<file path="config.mk">
export PLATFORM = sky130hd
export DESIGN_NAME = acia_host
export DESIGN_NICKNAME = d
export VERILOG_FILES = /design/src/rtl/acia_host.sv
export SDC_FILE = /design/constraint.sdc
export NUM_CORES = 1
export LEC_CHECK = 0
export ABC_CLOCK_PERIOD_IN_PS = 3100
export BUFFER_PORTS_ARGS = -buffer_cell sky130_fd_sc_hd__buf_2
export CAP_MARGIN = 40
export CORE_ASPECT_RATIO = 0.8
export CORE_MARGIN = 1
export CORE_UTILIZATION = 55
export CTS_CLUSTER_SIZE = 24
export DETAILED_ROUTE_END_ITERATION = 8
export PLACE_DENSITY = 0.84
export RECOVER_POWER = 50
export SLEW_MARGIN = 40
export SYNTH_ARGS = -nofsm -noshare
export SYNTH_HDL_FRONTEND = slang
export SYNTH_SLANG_ARGS = --single-unit
</file>
<file path="constraint.sdc">
create_clock -name CLK -period 3.1 [get_ports CLK]
set_clock_uncertainty 0.15 [all_clocks]
set_input_delay 0.62 -clock CLK [delete_from_list [all_inputs] [get_ports CLK]]
set_output_delay 0.62 -clock CLK [all_outputs]
set_load 0.01 [all_outputs]
</file>
<file path="src/rtl/acia_host.sv">
// Host-side sequencer for a 6850-style ACIA: master reset, control init, then
// a polled status loop that moves bytes between the ACIA and two ready/valid ports.
module acia_host #(
   parameter logic [7:0] CTRL_INIT = 8'h96,
   parameter int          POLL_GAP  = 4,
   parameter bit          USE_IRQ   = 1'b0
) (
   input  logic       CLK,
   input  logic       nRESET,
   output logic       E,
   output logic [2:0] CS,
   output logic       RS,
   output logic       RnW,
   output logic [7:0] DO,
   input  logic [7:0] DI,
   input  logic       nIRQ,
   input  logic [7:0] txData,
   input  logic       txValid,
   output logic       txReady,
   output logic [7:0] rxData,
   output logic       rxFE,
   output logic       rxValid,
   input  logic       rxReady,
   output logic       errOVR,
   input  logic       errClr,
   output logic       initDone
);

   typedef enum logic [3:0] {
      MRST, MRST_GAP, INIT, GAP, IDLE, STAT_RD, STAT_CAP,
      DECIDE, RDR_RD, RDR_CAP, TDR_WR
   } state_t;

   localparam logic [7:0] GAP_LAST = 8'(POLL_GAP - 1);

   state_t     state, state_next;
   logic       run;
   logic [7:0] gap_cnt;
   logic       stat_rdrf, stat_tdre, stat_fe;
   logic [7:0] tx_byte;
   logic       take_rx, take_tx;

   // Receive has priority, but only when the previous byte has been consumed.
   assign take_rx = stat_rdrf && !rxValid;
   assign take_tx = !take_rx && stat_tdre && txValid;

   // run holds MRST silent during reset so the first strobe lands after the first edge.
   // NOTE: clocked state uses non-blocking assignments so every flop samples pre-edge values.
   always_ff @(posedge CLK or negedge nRESET) begin
      if (!nRESET) begin
         state <= MRST;
         run   <= 1'b0;
      end else begin
         state <= state_next;
         run   <= 1'b1;
      end
   end

   always_comb begin
      state_next = state;
      case (state)
         MRST:     state_next = run ? MRST_GAP : MRST;
         MRST_GAP: state_next = INIT;
         INIT:     state_next = GAP;
         GAP:      if (gap_cnt == GAP_LAST) state_next = IDLE;
         IDLE:     if (!USE_IRQ || !nIRQ || txValid) state_next = STAT_RD;
         STAT_RD:  state_next = STAT_CAP;
         STAT_CAP: state_next = DECIDE;
         DECIDE:   state_next = take_rx ? RDR_RD : (take_tx ? TDR_WR : GAP);
         RDR_RD:   state_next = RDR_CAP;
         RDR_CAP:  state_next = GAP;
         TDR_WR:   state_next = GAP;
         default:  state_next = MRST;
      endcase
   end

   // NOTE: every output gets a default before the case so no latches are inferred.
   always_comb begin
      E       = 1'b0;
      RS      = 1'b0;
      RnW     = 1'b1;
      DO      = 8'h00;
      txReady = 1'b0;
      case (state)
         MRST: if (run) begin
            E   = 1'b1;
            RnW = 1'b0;
            DO  = 8'h03;
         end
         INIT: begin
            E   = 1'b1;
            RnW = 1'b0;
            DO  = CTRL_INIT;
         end
         STAT_RD: E = 1'b1;
         DECIDE:  txReady = take_tx;
         RDR_RD: begin
            E  = 1'b1;
            RS = 1'b1;
         end
         TDR_WR: begin
            E   = 1'b1;
            RS  = 1'b1;
            RnW = 1'b0;
            DO  = tx_byte;
         end
         default: ;
      endcase
      CS = E ? 3'b011 : 3'b000;
   end

   always_ff @(posedge CLK or negedge nRESET) begin
      if (!nRESET) gap_cnt <= 8'd0;
      else if (state == GAP) gap_cnt <= gap_cnt + 8'd1;
      else gap_cnt <= 8'd0;
   end

   // NOTE: data registers are reset too, so outputs never show X after reset.
   always_ff @(posedge CLK or negedge nRESET) begin
      if (!nRESET) begin
         stat_rdrf <= 1'b0;
         stat_tdre <= 1'b0;
         stat_fe   <= 1'b0;
         tx_byte   <= 8'h00;
         rxData    <= 8'h00;
         rxFE      <= 1'b0;
         rxValid   <= 1'b0;
         errOVR    <= 1'b0;
         initDone  <= 1'b0;
      end else begin
         if (state == STAT_CAP) begin
            stat_rdrf <= DI[0];
            stat_tdre <= DI[1];
            stat_fe   <= DI[4];
         end
         if (txReady) tx_byte <= txData;
         if (state == RDR_CAP) begin
            rxData  <= DI;
            rxFE    <= stat_fe;
            rxValid <= 1'b1;
         end else if (rxValid && rxReady) begin
            rxValid <= 1'b0;
         end
         // A fresh overrun outranks a simultaneous clear.
         if (state == STAT_CAP && DI[5]) errOVR <= 1'b1;
         else if (errClr) errOVR <= 1'b0;
         if (state == INIT) initDone <= 1'b1;
      end
   end

endmodule

</file>
==> load_flow_metrics.sql <==
INSERT INTO impl_metrics (metric_group, metric, value, unit) VALUES
('clock_tree', 'clk_path_buf_depth', '2', ''),
('clock_tree', 'post_cts_hold_buffer_count', '0', ''),
('die', 'dieWidth', '64.24', 'µm'),
('synth', 'yosysWarningCount', '0', ''),
('synth', 'average_cell_area_after_synthesis', '11.21', 'µm²'),
('synth', 'synth_seq_cells', '36', ''),
('drt', 'drt-total-wl', '3.274', 'mm'),
('timing', 'rsz0062_at_grt', 'no', ''),
('final_layout', 'post-route-cell-area', '2017', 'µm²'),
('power', 'power_per_cell_area', '694.4', 'nW/µm²'),
('die', 'die_area', '3326', 'µm²'),
('run_status', 'failed_checks', 'max-capacitance violations, max-slew violations', ''),
('power', 'worst_ir_drop_vdd', '0.0004299', 'V'),
('synth', 'postSynth.topFlopCell', 'sky130_fd_sc_hd__dfrtp_1', ''),
('timing', 'worst-slew-pin-transition', '1.836', 'ns'),
('synth', 'async_flop_share', '1.000', ''),
('worst_setup_path', 'startpoint_type', 'flip-flop', ''),
('final_layout', 'syn2layout_area_growth', '18.36', '%'),
('worst_setup_path', 'critical_path.reg2reg.endpoint', 'rxData[5]$_DFFE_PN0P_', ''),
('clock_tree', 'cts.repair.resized', '0', ''),
('drt', 'drt-pass1-iter-count', '4', ''),
('worst_hold_path', 'count_of_cells_along_the_worst_hold_path', '1', ''),
('die', 'fp.coreArea', '2850', 'µm²'),
('power', 'total_power', '1.401', 'mW'),
('grt', 'first_global_vias', '1188', ''),
('clock_tree', 'clk_sinks', '36', ''),
('drt', 'remaining_drc_errors', '0', ''),
('clock_tree', 'clockRootBuffer', 'sky130_fd_sc_hd__clkbuf_8', ''),
('grt', 'grt_overflow_total', '0', ''),
('worst_hold_path', 'worstHoldPathType', 'reg -> reg', ''),
('timing', 'min_period_over_period', '0.7882', ''),
('synth', 'synth.top_cells.by_area', 'sky130_fd_sc_hd__dfrtp_1, sky130_fd_sc_hd__mux2_2, sky130_fd_sc_hd__a21oi_1', ''),
('die', 'initial_utilization', '0.5979', ''),
('timing', 'slew_violations', '37', ''),
('synth', 'synth_top_area_cell', 'sky130_fd_sc_hd__dfrtp_1', ''),
('clock_tree', 'cts_htree_levels', '2', ''),
('grt', 'groute.usage.overall', '0.2246', ''),
('worst_setup_path', 'cp-startpoint', 'state[1]$_DFFE_PN0P_', ''),
('worst_setup_path', 'crit_path_max_fanout', '16', ''),
('synth', 'post_synth_inst_count', '152', ''),
('synth', 'post_synth_instance_area', '1704', 'µm²'),
('clock_tree', 'insertion_delay', '0.29', 'ns'),
('synth', 'synth.top_cell.area_share', '0.5286', ''),
('timing', 'timing.final.crit_period', '2.443', 'ns'),
('placed_design', 'place_hpwl', '2.412', 'mm'),
('synth', 'synth_cell_types', '36', ''),
('placed_design', 'place_ws', '0.9771', 'ns'),
('placed_design', 'placed_cells_incl_taps', '228', ''),
('worst_setup_path', 'worst_ep_required_time', '2.33', 'ns'),
('synth', 'most_common_cell_in_the_netlist', 'sky130_fd_sc_hd__dfrtp_1', ''),
('job', 'max-cap-violations', '1', ''),
('placed_design', 'gpl.final_weighted_congestion', '0.7513', ''),
('final_layout', 'drive_gt1_frac', '0.3434', ''),
('worst_setup_path', 'reg2reg_setup_slack', '1.24', 'ns'),
('grt', 'grt_start_max_net_pins', '37', ''),
('final_layout', 'finish.net_count', '220', ''),
('synth', 'synth_fp_nets', '175', ''),
('clock_tree', 'tritoncts', 'built', ''),
('worst_setup_path', 'setup.worst_path.end_class', 'output pin', ''),
('timing', 'setup-violations-final', '0', ''),
('worst_setup_path', 'reg2reg_from', 'state[3]$_DFFE_PN0P_', ''),
('final_layout', 'final-instance-count-excl-fill', '236', ''),
('grt', 'global_route_wire_length_before_repair', '5.278', 'mm'),
('clock_tree', 'clk_pin_slew', '0.07', 'ns'),
('run_status', 'outcome', 'complete, but fails checks', ''),
('clock_tree', 'post-cts-setup-buffers', '0', ''),
('drt', 'via_count', '1277', ''),
('timing', 'finalHoldViolations', '0', ''),
('worst_setup_path', 'path_class', 'reg -> out', ''),
('clock_tree', 'cts_buffers', '5', ''),
('final_layout', 'final_core_utilization', '0.7076', '');
-- report_power, final --
group / internal, mW / leakage (nW) / switching (mW)
logic: 0.192 / 0.458 / 0.225
registers: 0.548 / 0.461 / 0.102
clock network: 0.181 / 0.0455 / 0.153
-- cells by family after synthesis --
group	count (synthesis)	share of synthesized area
multiplexers	20	0.1322
AND/OR/NAND/NOR	50	0.1806
XOR/XNOR	3	0.01542
buffers and inverters	15	0.04332
other	2	0.004407
adder cells (fa/ha/maj)	1	0.007341
AO/OA/AOI/OAI	25	0.08811
flip-flops	36	0.5286
-- sequential cells by signal (all words and copies together) (netlist names) --
signal,cells
stat_fe,1
run,1
initDone,1
errOVR,1
gap_cnt,8
rxFE,1
rxValid,1
tx_byte,8
state,4
stat_rdrf,1
stat_tdre,1
rxData,8
-- final cells by class --
cell class                 count  area (µm²)
fill                         202       833.3
sequential                    36       900.9
tap                           38       47.55
multi-input combinational    101       729.5
timing repair buffer          47       226.5
inverter                       6       22.52
clock buffer                   8       90.09
-- metal layers --
metal / vias to the layer above / wire length [µm] / track usage
met5: - / 0 / 0
met4: 0 / 54 / 0.1037
met3: 6 / 170 / 0.07895
met2: 32 / 1653 / 0.3759
met1: 620 / 1395 / 0.2632
li1: 619 / - / -
-- critical path, stage by stage (launching register included) --
cell and delay, ns:
sky130_fd_sc_hd__dfrtp_1 0.65, sky130_fd_sc_hd__nand4b_4 0.20, sky130_fd_sc_hd__nor3_4 0.18, sky130_fd_sc_hd__buf_4 0.20
sky130_fd_sc_hd__buf_2 0.15
-- cells in the final DEF, fill, tap and decap left out, types with 2 or more instances in the layout --
cell type	n
sky130_fd_sc_hd__nor2_1	10
sky130_fd_sc_hd__o22ai_1	2
sky130_fd_sc_hd__nand3_1	5
sky130_fd_sc_hd__inv_1	6
sky130_fd_sc_hd__or3_1	4
sky130_fd_sc_hd__conb_1	2
sky130_fd_sc_hd__dfrtp_1	36
sky130_fd_sc_hd__nand2_1	5
sky130_fd_sc_hd__clkbuf_8	6
sky130_fd_sc_hd__a21oi_1	12
sky130_fd_sc_hd__buf_2	37
sky130_fd_sc_hd__o21ai_0	4
sky130_fd_sc_hd__nor3_1	3
sky130_fd_sc_hd__xor2_1	2
sky130_fd_sc_hd__nand2b_1	5
sky130_fd_sc_hd__o21bai_1	2
sky130_fd_sc_hd__and3_1	3
sky130_fd_sc_hd__and2_1	2
sky130_fd_sc_hd__clkbuf_1	11
sky130_fd_sc_hd__mux2_2	20
sky130_fd_sc_hd__nor2b_1	4
-- worst min-delay path by stage --
stage,endpoint
2_1_floorplan,errOVR$_DFFE_PN0P_
3_3_place_gp,initDone$_DFFE_PN0N_
6_report,initDone$_DFFE_PN0N_
5_1_grt,initDone$_DFFE_PN0N_
4_1_cts,tx_byte[4]$_DFFE_PN0P_
3_5_place_dp,initDone$_DFFE_PN0N_
No activity file was read; power rests on OpenSTA's default activity.
